File: src/rtl/wb_trace_buffer.sv
// rtl/wb_trace_buffer.sv - show-ahead FIFO of retired register writes with commit/drop counters
// Optional WB_TRACE_DEDUP_EN suppresses a commit identical to the previous qualified one.
module wb_trace_buffer #(
  parameter int DEPTH = 16,
  parameter int PTR_W = 4,
  parameter int CNT_W = 32
) (
  input  logic             Clock,
  input  logic             Reset,
  input  logic             CaptureEn,
  input  logic             Flush,
  input  logic [31:0]      ProgramCounter,
  input  logic [31:0]      WriteData,
  input  logic             RegWrite,
  input  logic [4:0]       rDestSelected,
  input  logic             Stall,
  output logic             TraceValid,
  input  logic             TraceReady,
  output logic [31:0]      TracePC,
  output logic [4:0]       TraceDest,
  output logic [31:0]      TraceData,
  output logic [PTR_W:0]   Count,
  output logic             Full,
  output logic             Overflow,
  output logic [CNT_W-1:0] CommitCount,
  output logic [CNT_W-1:0] DropCount
);

  localparam logic [PTR_W:0] FULL_COUNT = (PTR_W+1)'(DEPTH);

  typedef struct packed {
    logic [31:0] pc;
    logic [4:0]  dest;
    logic [31:0] data;
  } entry_t;

  entry_t           mem [DEPTH];
  entry_t           in_entry;
  entry_t           head;
  logic [PTR_W-1:0] wr_ptr;
  logic [PTR_W-1:0] rd_ptr;
  logic             qualified;
  logic             commit;
  logic             push;
  logic             pop;
  logic             drop;

  assign in_entry  = '{pc: ProgramCounter, dest: rDestSelected, data: WriteData};
  assign qualified = CaptureEn && RegWrite && !Stall && (rDestSelected != 5'd0);

`ifdef WB_TRACE_DEDUP_EN
  entry_t last_entry;
  logic   last_valid;

  // A writeback held across a stall release shows up twice; only the first counts.
  assign commit = qualified && !(last_valid && (last_entry == in_entry));

  always_ff @(posedge Clock or negedge Reset) begin
    if (!Reset) begin
      last_valid <= 1'b0;
      last_entry <= '0;
    end else if (Flush) begin
      last_valid <= 1'b0;
      last_entry <= '0;
    end else if (qualified) begin
      last_valid <= 1'b1;
      last_entry <= in_entry;
    end
  end
`else
  assign commit = qualified;
`endif

  assign TraceValid = (Count != '0);
  assign Full       = (Count == FULL_COUNT);
  assign pop        = TraceValid && TraceReady;
  // A pop frees the slot in the same edge, so a full FIFO still accepts a push then.
  assign push       = commit && (!Full || pop);
  assign drop       = commit && Full && !pop;

  assign head      = mem[rd_ptr];
  assign TracePC   = TraceValid ? head.pc   : 32'd0;
  assign TraceDest = TraceValid ? head.dest : 5'd0;
  assign TraceData = TraceValid ? head.data : 32'd0;

  always_ff @(posedge Clock) begin
    if (push && !Flush) begin
      mem[wr_ptr] <= in_entry;
    end
  end

  always_ff @(posedge Clock or negedge Reset) begin
    if (!Reset) begin
      wr_ptr      <= '0;
      rd_ptr      <= '0;
      Count       <= '0;
      Overflow    <= 1'b0;
      CommitCount <= '0;
      DropCount   <= '0;
    end else if (Flush) begin
      wr_ptr      <= '0;
      rd_ptr      <= '0;
      Count       <= '0;
      Overflow    <= 1'b0;
      CommitCount <= '0;
      DropCount   <= '0;
    end else begin
      if (push) begin
        wr_ptr <= wr_ptr + PTR_W'(1);
      end
      if (pop) begin
        rd_ptr <= rd_ptr + PTR_W'(1);
      end
      if (push && !pop) begin
        Count <= Count + (PTR_W+1)'(1);
      end else if (pop && !push) begin
        Count <= Count - (PTR_W+1)'(1);
      end
      if (commit) begin
        CommitCount <= CommitCount + CNT_W'(1);
      end
      if (drop) begin
        DropCount <= DropCount + CNT_W'(1);
        Overflow  <= 1'b1;
      end
    end
  end

endmodule

File: config.mk
export PLATFORM = sky130hd
export DESIGN_NAME = wb_trace_buffer
export DESIGN_NICKNAME = d
export VERILOG_FILES = /design/src/rtl/wb_trace_buffer.sv
export SDC_FILE = /design/constraint.sdc
export NUM_CORES = 1
export LEC_CHECK = 0
export CAP_MARGIN = 20
export CORE_UTILIZATION = 50
export DETAILED_ROUTE_END_ITERATION = 7
export GPL_TIMING_DRIVEN = 0
export PLACE_DENSITY = 0.68
export REMOVE_ABC_BUFFERS = 1
export SYNTH_ARGS = -nofsm -noshare
export SYNTH_HDL_FRONTEND = slang
export SYNTH_SLANG_ARGS = --single-unit
File: constraint.sdc
create_clock -name Clock -period 5 [get_ports Clock]
set_input_delay 0.75 -clock Clock [delete_from_list [all_inputs] [get_ports Clock]]
set_output_delay 0.75 -clock Clock [all_outputs]
set_load 0.01 [all_outputs]
* Yosys cells after proc, flatten, opt, wreduce, memory -nomap -nowiden
Memories as Yosys holds them, arrays and structs flattened. Index checks and enable logic that the tools add are counted. W data, S select, Z words.
Storage, ports and cells: memories 1, bits in registers 78, bits in writable memories 1104
Operators by class: reductions and logical operators 23, multiplexer cells 18, add/subtract/negate cells 6, equal/unequal tests 1
Memory list:
- mem | words 16, width 69, rd ports 1, clocked after memory_dff 0, write ports 1, RTL line 37 | entry_t mem [DEPTH];
Operators by type and width (number):
- $mux W32 | 6
- $add A32 B1 Y32 const B | 2
- $mux W5 | 4
- $mux W4 | 4
- $logic_and A1 B1 Y1 | 10
- $reduce_bool A5 Y1 | 2
- $add A4 B1 Y4 const B | 2
- $reduce_bool A2 Y1 | 4
- $add A5 B1 Y5 const B | 1
- $eq A5 B5 Y1 const B | 1
- $logic_not A1 Y1 | 5
- $sub A5 B1 Y5 const B | 1
- $mux W1 | 4
- $reduce_bool A3 Y1 | 1
- $logic_or A1 B1 Y1 | 1

* Logic depth before layout (Yosys ltp)
depth after elaboration 9, gate-level depth with buffers 10

* Least setup slack after synthesis
No wires, ideal clock.
path type in2reg, start in Stall, end mem mem[15][0] (netlist bit) (enable), path slack -0.228 ns, data required time 4.503 ns, stages on the path 5, arrival 4.731 ns, buffers on the path 1, cells stage by stage and3b_1 > a21boi_0 > clkbuf_1 > nand3_1 > nor2_1
Between the ends: cells in the longest elaborated chain, start to end 7
Ends and longest elaborated chain:
- start, declared | RTL line 16 | input logic Stall,
- $logic_not A1 Y1 | RTL line 49 | assign qualified = CaptureEn && RegWrite && !Stall && (rDestSelected != 5'd0);
- $logic_and A1 B1 Y1 (2 in series) | RTL line 49
- $logic_and A1 B1 Y1 | RTL line 78 | assign push = commit && (!Full || pop);
- $logic_and A1 B1 Y1 | RTL line 87 | if (push && !Flush) begin
- $mux W1 | RTL line 87
- $mux W1 (implied by the code) | RTL line 88 | mem[wr_ptr] <= in_entry;
- end, declared | RTL line 37
No other way between the ends.

* Worst setup path after layout
start reg rd_ptr[1], end out TraceData[14]
Between the ends: cells in the longest elaborated chain, start to end 2
Ends and longest elaborated chain:
- start, declared | RTL line 41 | logic [PTR_W-1:0] rd_ptr;
- start signal, assigned | RTL line 112 | rd_ptr <= rd_ptr + PTR_W'(1);
- $mem_v2 Z16 W69
- $mux W32 | RTL line 84 | assign TraceData = TraceValid ? head.data : 32'd0;
- end, declared | RTL line 21 | output logic [31:0] TraceData,
No other way between the ends.

==> results.toml <==
[run_status]
status = "finished clean"

[detailed_routing]
via_per_inst = 6.04
wirelength_mm = 101
final_antenna_net_count = 0
drt_pre_antenna_iters = 5
remaining_drc_errors = 0
number_of_drc_violations_after_detailed_routing_iteration_0 = 1875
route.detailed.wl_per_inst_um = 27.6
via_count = 22200

[yosys]
ff_latch_count_synth = 1182
ys_warn_count = 0
synth_compound_area_share_pct = 1.05
synth_xor_xnor_area_share_pct = 0.704
postSynthAreaPerCell_um2 = 22.0
post_synth_inst_count = 2090
synth_simple_gate_area_share_pct = 3.57
synth_adder_area_share_pct = 0.343
syn-cell-area_um2 = 46000
synth_largest_type_area_fraction_pct = 72.0
synth.distinct_cells = 40
synth_mux_area_share_pct = 17.0
netlist.top_cell.by_area = "sky130_fd_sc_hd__edfxtp_1"
synth_top_family_by_area = "multiplexers"
seq_area_frac_synth_pct = 76.3
ys_top_cells_by_area = "sky130_fd_sc_hd__edfxtp_1 (72%), sky130_fd_sc_hd__mux4_2 (17%), sky130_fd_sc_hd__dfrtp_1 (4.2%)"

[die]
placement_rows = 110
die_height_um = 305
core_um2 = 90600
die_area_um2 = 93300
initial_util_pct = 50.8
io-pin-count = 217
die_x_um = 305

[power_and_ir_drop]
ir_drop_uv = 488
fin_total_pwr_uw = 24900
power.static_leakage_uw = 0.0169
power_density_nw_per_um2 = 453

[placement]
placer_s_final_routability_congestion_estimate = 0.770
place_ws_ns = 0.240
placed_cell_area_um2 = 51100
port-buffer-count = 216
dp.final_hpwl_mm = 60.2

[worst_setup_path]
cp_data_required_time_ns = 4.25
r2r_setup_slack_ns = 1.76
critical_path_buf_inv_count = 3
cp-end-kind = "output pin"
critPathArrivalTime_ns = 3.88
start_kind = "register"
critPathSlowestCell = "sky130_fd_sc_hd__dfrtp_4"
path_max_fanout = 50
critPathTopFamily = "buffers and inverters"
worstPathCellList = "buf_12, buf_12, mux4_2, mux4_2, and2_1, clkdlybuf4s50_1"
slowest_delay_ns = 1.01
timing_worst_setup_path_type = "register to output pin"

[grt]
grt_overflow = 0
grt_first_pass_wirelength_mm = 152
grt_pass1_vias = 23600
groute.usage.overall_pct = 22.2
antenna_found_initial = 5
pin_count_of_the_biggest_net_entering_global_routing = 58

[timing]
slew-limit-headroom_pct = 37.9
final-max-slew-violation-count = 0
achievable-frequency_mhz = 216
fin_setup_tns_ns = 0
final.period_utilization_pct = 92.7
finClkSkew_ns = 0.0256
setup_violations = 0
final_critical_delay_including_setup_and_external_delays_ns = 4.63
final_hold_viol_count = 0
worst_pin_slew_ns = 0.929
unrepaired_setup_endpoints_after_global_routing = "no"
setup_ws_ns = 0.365

[clock_network]
sink_count_of_the_clock_tree = 1182
ctsResizeCount = 0
clk_root_buffer_cell = "sky130_fd_sc_hd__clkbuf_16"
max-clock-path-buffers = 3
clock_tree_from_tritoncts = "yes"
worst_skew_pair.late_latency_ns = 0.69
holdBufCountCts = 0
cts_made_buffers = 117
htree_levels = 3
clkSlewWorstSetupHoldPaths_ns = 0.07

[worst_hold_path]
holdCritPathClass = "input port to asynchronous set/reset pin"

[finish]
final_core_utilization_pct = 60.6
fin_nets = 2485
final_common_cell = "sky130_fd_sc_hd__edfxtp_1"
drive_above_1_share_pct = 25.1
layout-area-overhead-vs-synth_pct = 19.3
most-common-layout-cells = "sky130_fd_sc_hd__edfxtp_1 (1104), sky130_fd_sc_hd__mux4_2 (345), sky130_fd_sc_hd__clkdlybuf4s50_1 (214)"
design_area_um2 = 54900

[flow_run]
drv.max_cap_violation_count = 0
timing repair:
action | 4_1_cts | 5_1_grt
endpoints found under the hold margin | 0 | 0
buffers inserted | 0 | 2
setup endpoints to repair | 0 | 37
per-layer routing:
metal  share of wire [%]  GRT usage, %  vias up
met3                 6.4          4.58      145
met5               0.055             0        -
met1                  42          31.3    11900
li1                    -             -     9382
met2                  50          35.9      713
met4                 2.0          5.36        8
kinds of logic (layout without fill, tap and decap cells):
family	Yosys count	count (layout)
adders and majority gates	12	12
and+or+nand+nor	300	300
DFF	1182	1182
AOI/OAI and AO/OA	84	84
other	0	2
buffers and inverters	127	533
xor gates and xnor gates	37	37
muxes	348	348
power breakdown:
group / switching (uW) / total [uW] / internal (uW) / leakage, uW
Sequential: 97.0 / 11000 / 10900 / 0.0110
Clock: 3650 / 8510 / 4860 / 0.00184
Combinational: 2450 / 5410 / 2950 / 0.00408
synth_stat cells:
master / count
sky130_fd_sc_hd__a21bo_1: 1
sky130_fd_sc_hd__a21boi_0: 1
sky130_fd_sc_hd__a21o_1: 5
sky130_fd_sc_hd__a21oi_1: 41
sky130_fd_sc_hd__a22o_1: 3
sky130_fd_sc_hd__a31o_2: 2
sky130_fd_sc_hd__a31oi_1: 1
sky130_fd_sc_hd__and2_1: 70
sky130_fd_sc_hd__and3_1: 7
sky130_fd_sc_hd__and3b_1: 1
sky130_fd_sc_hd__and4_1: 7
sky130_fd_sc_hd__and4b_1: 1
sky130_fd_sc_hd__buf_1: 10
sky130_fd_sc_hd__buf_2: 28
sky130_fd_sc_hd__clkbuf_1: 70
sky130_fd_sc_hd__dfrtp_1: 78
sky130_fd_sc_hd__edfxtp_1: 1104
sky130_fd_sc_hd__fa_1: 1
sky130_fd_sc_hd__ha_1: 11
sky130_fd_sc_hd__inv_1: 19
sky130_fd_sc_hd__mux2_2: 2
sky130_fd_sc_hd__mux2i_1: 1
sky130_fd_sc_hd__mux4_2: 345
sky130_fd_sc_hd__nand2_1: 36
sky130_fd_sc_hd__nand3_1: 25
sky130_fd_sc_hd__nand3b_1: 1
sky130_fd_sc_hd__nand4_1: 17
sky130_fd_sc_hd__nand4bb_1: 1
sky130_fd_sc_hd__nor2_1: 67
sky130_fd_sc_hd__nor2b_1: 4
sky130_fd_sc_hd__nor3_1: 10
sky130_fd_sc_hd__nor4_1: 16
sky130_fd_sc_hd__nor4_2: 1
sky130_fd_sc_hd__nor4_4: 1
sky130_fd_sc_hd__o21ai_0: 21
sky130_fd_sc_hd__o31ai_1: 9
sky130_fd_sc_hd__or3_1: 23
sky130_fd_sc_hd__or4_1: 12
sky130_fd_sc_hd__xnor2_1: 27
sky130_fd_sc_hd__xor2_1: 10
final cells by class:
type | count | area, um2
fill | 6206 | 35700
sequential | 1182 | 35100
multi-input combinational | 781 | 10500
timing repair buffer | 296 | 3940
clock buffer | 136 | 3080
tap | 1176 | 1470
clock inverter | 82 | 676
inverter | 19 | 73.8
antenna | 2 | 5.00
final timing paths:
path	start	to	cells past startpoint
setup reg to reg	Count[0]	Count[4]	9
setup / recovery	rd_ptr[1]	TraceData[14]	6
hold / removal	Reset	CommitCount[28]	1
hold reg to reg	Overflow	Overflow	2
min in group Clock	Overflow	Overflow	2
max in group asynchronous	Reset	DropCount[21]	2
state kept, by name, indices dropped and copies added, names as in the netlist:
signal and cells:
rd_ptr 4, mem 1104, CommitCount 32, wr_ptr 4, Count 5, DropCount 32, Overflow 1
metrics by stage:
| step | hold slack, ns | instances |
|---|---|---|
| floorplan | 0.454 | 1982 |
| global placement | 0.495 | 3374 |
| detailed placement | 0.501 | 3452 |
| CTS | 0.0285 | 3670 |
| global route | 0.0633 | 3672 |
| finish | 0.0485 | 3674 |
(Power assumes the default switching activity.)
